### config.mk
export PLATFORM = sky130hd
export DESIGN_NAME = smoldvi_pattern_gen
export DESIGN_NICKNAME = d
export VERILOG_FILES = /design/src/rtl/smoldvi_pkg.sv /design/src/rtl/smoldvi_raster_ctr.sv /design/src/rtl/smoldvi_pattern_gen.sv
export SDC_FILE = /design/constraint.sdc
export NUM_CORES = 1
export LEC_CHECK = 0
export BUFFER_PORTS_ARGS = -buffer_cell sky130_fd_sc_hd__buf_2
export CAP_MARGIN = 10
export CORE_MARGIN = 3
export CORE_UTILIZATION = 35
export DETAILED_ROUTE_END_ITERATION = 12
export RECOVER_POWER = 50
export SLEW_MARGIN = 20
export SYNTH_ARGS = -nofsm -noshare
export SYNTH_HDL_FRONTEND = slang
export SYNTH_SLANG_ARGS = --single-unit
export TNS_END_PERCENT = 30
### constraint.sdc
create_clock -name clk_pix -period 5.5 [get_ports clk_pix]
set_input_delay 1.375 -clock clk_pix [delete_from_list [all_inputs] [get_ports clk_pix]]
set_output_delay 1.375 -clock clk_pix [all_outputs]
set_load 0.02 [all_outputs]
### src/rtl/smoldvi_pkg.sv
`default_nettype none
// ============================================================================
// smoldvi_pkg -- shared pattern-mode encodings for the smoldvi video blocks
// Rev 1.0
// ============================================================================
package smoldvi_pkg;

    typedef enum logic [1:0] {
        MODE_GRADIENT = 2'd0,
        MODE_BARS     = 2'd1,
        MODE_CHECKER  = 2'd2,
        MODE_SOLID    = 2'd3
    } mode_e;

    localparam int FRAME_W = 8;

endpackage
`default_nettype wire

### src/rtl/smoldvi_raster_ctr.sv
`default_nettype none
// ============================================================================
// smoldvi_raster_ctr -- pixel position / frame counter advanced on consume
// Rev 1.0
// ============================================================================
module smoldvi_raster_ctr
    import smoldvi_pkg::*;
#(
    parameter int H_ACTIVE = 640,
    parameter int V_ACTIVE = 480,
    parameter int W_X      = $clog2(H_ACTIVE),
    parameter int W_Y      = $clog2(V_ACTIVE)
) (
    input  logic               clk_pix,
    input  logic               rst_n_pix,
    input  logic               en,
    input  logic               rgb_rdy,
    output logic [W_X-1:0]     x,
    output logic [W_Y-1:0]     y,
    output logic [FRAME_W-1:0] frame,
    output logic               sof,
    output logic               eol,
    output logic               frame_wrap
);

    logic [W_X-1:0]     r_x;
    logic [W_Y-1:0]     r_y;
    logic [FRAME_W-1:0] r_frame;
    logic               w_consume;
    logic               w_eol;
    logic               w_last_line;

    assign w_consume   = en && rgb_rdy;
    assign w_eol       = (r_x == W_X'(H_ACTIVE - 1));
    assign w_last_line = (r_y == W_Y'(V_ACTIVE - 1));

    always_ff @(posedge clk_pix or negedge rst_n_pix) begin
        if (!rst_n_pix) begin
            r_x     <= '0;
            r_y     <= '0;
            r_frame <= '0;
        end else if (!en) begin
            // Disabled: park at the top-left pixel but keep the frame count.
            r_x <= '0;
            r_y <= '0;
        end else if (rgb_rdy) begin
            if (w_eol) begin
                r_x <= '0;
                if (w_last_line) begin
                    r_y     <= '0;
                    r_frame <= r_frame + FRAME_W'(1);
                end else begin
                    r_y <= r_y + W_Y'(1);
                end
            end else begin
                r_x <= r_x + W_X'(1);
            end
        end
    end

    assign x          = r_x;
    assign y          = r_y;
    assign frame      = r_frame;
    assign sof        = (r_x == '0) && (r_y == '0);
    assign eol        = w_eol;
    assign frame_wrap = w_consume && w_eol && w_last_line;

endmodule
`default_nettype wire

### src/rtl/smoldvi_pattern_gen.sv
`default_nettype none
// ============================================================================
// smoldvi_pattern_gen -- test-pattern source (gradient/bars/checker/solid)
// Rev 1.0
// ============================================================================
module smoldvi_pattern_gen
    import smoldvi_pkg::*;
#(
    parameter int  H_ACTIVE   = 640,
    parameter int  V_ACTIVE   = 480,
    parameter int  CHECK_LOG2 = 4,
    localparam int W_X        = $clog2(H_ACTIVE),
    localparam int W_Y        = $clog2(V_ACTIVE)
) (
    input  logic               clk_pix,
    input  logic               rst_n_pix,
    input  logic               en,
    input  logic [1:0]         mode,
    input  logic [23:0]        solid_rgb,
    input  logic               rgb_rdy,
    output logic [7:0]         r,
    output logic [7:0]         g,
    output logic [7:0]         b,
    output logic [W_X-1:0]     x,
    output logic [W_Y-1:0]     y,
    output logic [FRAME_W-1:0] frame,
    output logic               sof,
    output logic               eol
);

    localparam int BAR_W = H_ACTIVE / 8;
    localparam int W_BAR = (BAR_W > 1) ? $clog2(BAR_W) : 1;

    logic             w_frame_wrap;
    logic             w_consume;
    mode_e            r_mode_q;
    logic [W_BAR-1:0] r_bar_cnt;
    logic [2:0]       r_bar_idx;

    smoldvi_raster_ctr #(
        .H_ACTIVE (H_ACTIVE),
        .V_ACTIVE (V_ACTIVE),
        .W_X      (W_X),
        .W_Y      (W_Y)
    ) u_raster (
        .clk_pix    (clk_pix),
        .rst_n_pix  (rst_n_pix),
        .en         (en),
        .rgb_rdy    (rgb_rdy),
        .x          (x),
        .y          (y),
        .frame      (frame),
        .sof        (sof),
        .eol        (eol),
        .frame_wrap (w_frame_wrap)
    );

    assign w_consume = en && rgb_rdy;

    // Mode only changes when the next current pixel is (0,0).
    always_ff @(posedge clk_pix or negedge rst_n_pix) begin
        if (!rst_n_pix) begin
            r_mode_q <= MODE_GRADIENT;
        end else if (!en || w_frame_wrap) begin
            r_mode_q <= mode_e'(mode);
        end
    end

    // Bar index tracks x without a divider: count BAR_W pixels per bar.
    always_ff @(posedge clk_pix or negedge rst_n_pix) begin
        if (!rst_n_pix) begin
            r_bar_cnt <= '0;
            r_bar_idx <= '0;
        end else if (!en) begin
            r_bar_cnt <= '0;
            r_bar_idx <= '0;
        end else if (w_consume) begin
            if (eol) begin
                r_bar_cnt <= '0;
                r_bar_idx <= '0;
            end else if (r_bar_cnt == W_BAR'(BAR_W - 1)) begin
                r_bar_cnt <= '0;
                r_bar_idx <= r_bar_idx + 3'd1;
            end else begin
                r_bar_cnt <= r_bar_cnt + W_BAR'(1);
            end
        end
    end

    logic [7:0] w_x8;
    logic [7:0] w_y8;
    logic [7:0] w_chk_sum;
    logic       w_chk;
    logic [2:0] w_bar_c;

    assign w_x8      = 8'(x);
    assign w_y8      = 8'(y);
    assign w_chk_sum = w_x8 + frame;
    assign w_chk     = w_chk_sum[CHECK_LOG2] ^ w_y8[CHECK_LOG2];
    assign w_bar_c   = 3'd7 - r_bar_idx;

    always_comb begin
        r = 8'h00;
        g = 8'h00;
        b = 8'h00;
        if (en) begin
            case (r_mode_q)
                MODE_GRADIENT: begin
                    r = w_x8 + frame;
                    g = w_y8 + {frame[6:0], 1'b0};
                    b = frame;
                end
                MODE_BARS: begin
                    r = {8{w_bar_c[1]}};
                    g = {8{w_bar_c[2]}};
                    b = {8{w_bar_c[0]}};
                end
                MODE_CHECKER: begin
                    r = {8{w_chk}};
                    g = {8{w_chk}};
                    b = {8{w_chk}};
                end
                default: begin
                    r = solid_rgb[23:16];
                    g = solid_rgb[15:8];
                    b = solid_rgb[7:0];
                end
            endcase
        end
    end

endmodule
`default_nettype wire

==> flow_summary.toml <==
[setup_path]
start_kind = "primary input"
crit_required_ns = 4.12
worstPathArrival_ns = 3.42
r2r_cells = 5
path_max_fanout = 20
worstSetupEndpoint = "g[7]"
reg2reg_from = "u_raster.x[1]$_DFFE_PN0P_"
path_cells = "clkbuf_1, inv_1, clkbuf_1, a31oi_1, buf_2"
worst-setup-path-type = "in2out"
critPathLaunch = "en"
slowest_delay_ns = 0.74
critPathSlowestCell = "clkbuf_1"
setup.worst_path.end_class = "output port"
ff2ff_setup_slack_ns = 3.15
crit_top_cell = "clkbuf_1"
regToRegEndpoint = "r_mode_q[1]$_DFFE_PN0P_"

[timing]
worst_pin_slew_ns = 2.24
drv_slew = 40
tns_ns = 0
final.min_clock_period_ns = 4.79
rsz0062_at_grt = "no"
fmax_mhz = 209
fin_crit_sh_pct = 87.1
fin_hold_ws_ns = 0.565
maxSlewHeadroom_pct = -49.5
skew_ns = 0.00698
hold_viol = 0
finalSetupViolCount = 0

[detailed_routing]
drcViolationCount = 0
route.detailed.wl_per_inst_um = 16.7
detail-route-antenna-nets = 0
vias = 3153
drt_iter0_drc = 151
routed_wl_um = 9320
vias_per_cell = 5.64
drt-pass1-iter-count = 4

[floorplan]
dieArea_um2 = 10300
die_w_um = 101
std_cell_rows = 34
floorplan.initialDensity_pct = 36.4
design.core.area_um2 = 8760
boundaryPins = 83
die_h_um = 101

[yosys]
synthArstFlopShare_pct = 100
ys_types = 58
seq_area_frac_synth_pct = 30.6
yosys.area.top_type = "dfrtp_1"
syn_nets = 425
avgSynthCellArea_um2 = 8.54
synth-seq-cells = 39
yosys_warnings = 0
ys_top_cells_by_area = "dfrtp_1, ha_1, nor2_1, xnor2_1, nand2_1"
synth_edf_count = 0
syn-cell-area_um2 = 3190
synth-main-ff-cell = "dfrtp_1"
netlist_instances = 373
yosysTopAreaCellShare_pct = 30.6

[clocking]
cts_tree = "built"
cts.path.max_buffers = 2
cts_max_level = 2
insertion_delay_ns = 0.30
cts_buffers = 5
cts_setup_buffers = 0
cts.sinks = 39
ctsHoldBuffers = 0
ctsResizeCount = 0
root_buffer = "clkbuf_8"
path_clk_slew_ns = 0.09

[power]
max-vdd-ir-drop_v = 0.000117
p_leak_nw = 1.81
power.density_nw_per_um2 = 195
total_power_mw = 0.739

[global_routing]
grt_max_degree = 40
antenna_found_initial = 0
grt_use_total_pct = 17.9
grt_overflow_total = 0
grt_pass1_wl_um = 14800
first_global_vias = 2877

[run_status]
status = "finished, violations left"
violations = "capacitance limit, slew limit"

[final_layout]
fin_area_um2 = 3800
antennaDiodeCount = 0
fin_cells = 559
syn2layout_area_growth_pct = 19.2
drive_above_1_share_pct = 21.1
layout.nets = 502

[placed_design]
dp_hpwl_um = 7030
place_congestion = 0.844
placed_cells_incl_taps = 550
dpl-instance-area_um2 = 3690
portBuffers = 82

[run]
maxCapViolCount = 1

[hold_path]
hp-class = "reg2reg"
worst min-delay path by stage:
stage | from | end | slack (ns) | cells after the start
after detailed placement | r_bar_cnt[1]$_DFFE_PN0P_ | r_bar_cnt[1]$_DFFE_PN0P_ | 0.54 | 2
final | r_bar_cnt[1]$_DFFE_PN0P_ | r_bar_cnt[1]$_DFFE_PN0P_ | 0.56 | 2
after global routing | r_bar_cnt[6]$_DFFE_PN0P_ | r_bar_cnt[6]$_DFFE_PN0P_ | 0.58 | 2
after global placement | r_bar_cnt[6]$_DFFE_PN0P_ | r_bar_cnt[6]$_DFFE_PN0P_ | 0.54 | 2
after CTS | r_bar_cnt[1]$_DFFE_PN0P_ | r_bar_cnt[1]$_DFFE_PN0P_ | 0.57 | 2
after floorplan | r_bar_cnt[6]$_DFFE_PN0P_ | r_bar_cnt[6]$_DFFE_PN0P_ | 0.51 | 2
sequential cells by signal, indices dropped and copies added (netlist names):
register,cells
r_bar_idx,3
u_raster.x,10
r_mode_q,2
r_bar_cnt,7
u_raster.frame,8
u_raster.y,9
kinds of logic (layout without fill, tap and decap cells):
group / after synthesis / after routing / share of synthesized area, %
buffers and inverters: 30 / 108 / 3.61
adder cells (fa/ha/maj): 22 / 22 / 9.11
AO/OA/AOI/OAI: 111 / 111 / 24.2
multiplexers: 5 / 5 / 1.65
XOR/XNOR: 28 / 28 / 8.13
flip-flops: 39 / 39 / 30.6
AND/OR/NAND/NOR: 138 / 138 / 22.7
placed cells by master (no fill, tap or decap), types with 4 or more instances in the layout:
cell	netlist	final
xor2_1	11	11
a21oi_1	20	20
o21ai_1	5	5
ha_1	20	20
clkbuf_1	12	8
inv_1	13	13
dfrtp_1	39	39
a22o_1	10	10
buf_2	2	75
o31a_1	4	4
o21a_1	9	9
nor2_1	42	41
a31oi_1	7	7
a21o_1	4	4
nand3_1	13	13
nor3_1	9	9
nand4_1	8	8
nand2_1	29	29
nand2b_1	4	4
o21ai_0	17	17
a211oi_1	5	5
xnor2_1	16	16
o211ai_1	5	5
and3_1	5	5
clkbuf_8	0	5
a22oi_1	6	6
nor4_1	4	4
critical path, delay by kind of cell:
family	cells	cell delay (ns)
compound gates	1	0.26
buf+inv	4	1.77
cell usage after synthesis (3+ instances only):
cell type and number:
dfrtp_1 39, inv_1 13, clkbuf_1 12, o21bai_1 3, a21oi_1 20, o21ai_1 5
o21a_1 9, a31oi_1 7, xor2_1 11, o41ai_1 3, nor3_1 9, and4_1 3
and3_1 5, o211ai_1 5, nand2b_1 4, ha_1 20, xnor2_1 16, o31a_1 4
mux2i_1 3, a211oi_1 5, inv_2 3, a22o_1 10, a21o_1 4, nor4_1 4
nand3_1 13, nor2_1 42, o21ai_0 17, a22oi_1 6, or3_1 3, nand2_1 29
nand4_1 8
layout make-up:
type                       instances  area, µm²
clock buffer                       5       68.8
clock inverter                     3       46.3
fill                             892       4970
inverter                          16       60.1
multi-input combinational        304       2100
sequential                        39        976
tap                              108        135
timing repair buffer              84        413
routing by layer:
layer | vias up | GRT usage, % | part of all wire (%)
met5 | - | 0 | 0
met1 | 1497 | 25.3 | 48
li1 | 1550 | - | -
met4 | 0 | 4.29 | 1.3
met2 | 99 | 28.5 | 45
met3 | 7 | 3.10 | 5.6
per-stage QoR:
stage / util [%] / setup slack [ns]
CTS: 43.4 / 0.945
detailed placement: 42.1 / 1.27
floorplan: - / 1.61
global route: 43.3 / 0.563
finish: 43.3 / 0.707
global placement: 42.0 / 1.40
power breakdown:
group	internal, mW	total (mW)	leakage (nW)	switching (mW)
registers	0.291	0.307	0.531	0.0155
logic	0.0668	0.179	1.22	0.112
clock network	0.137	0.253	0.0548	0.116
total	0.495	0.739	1.81	0.244
Power figures use the tool's default switching activity.
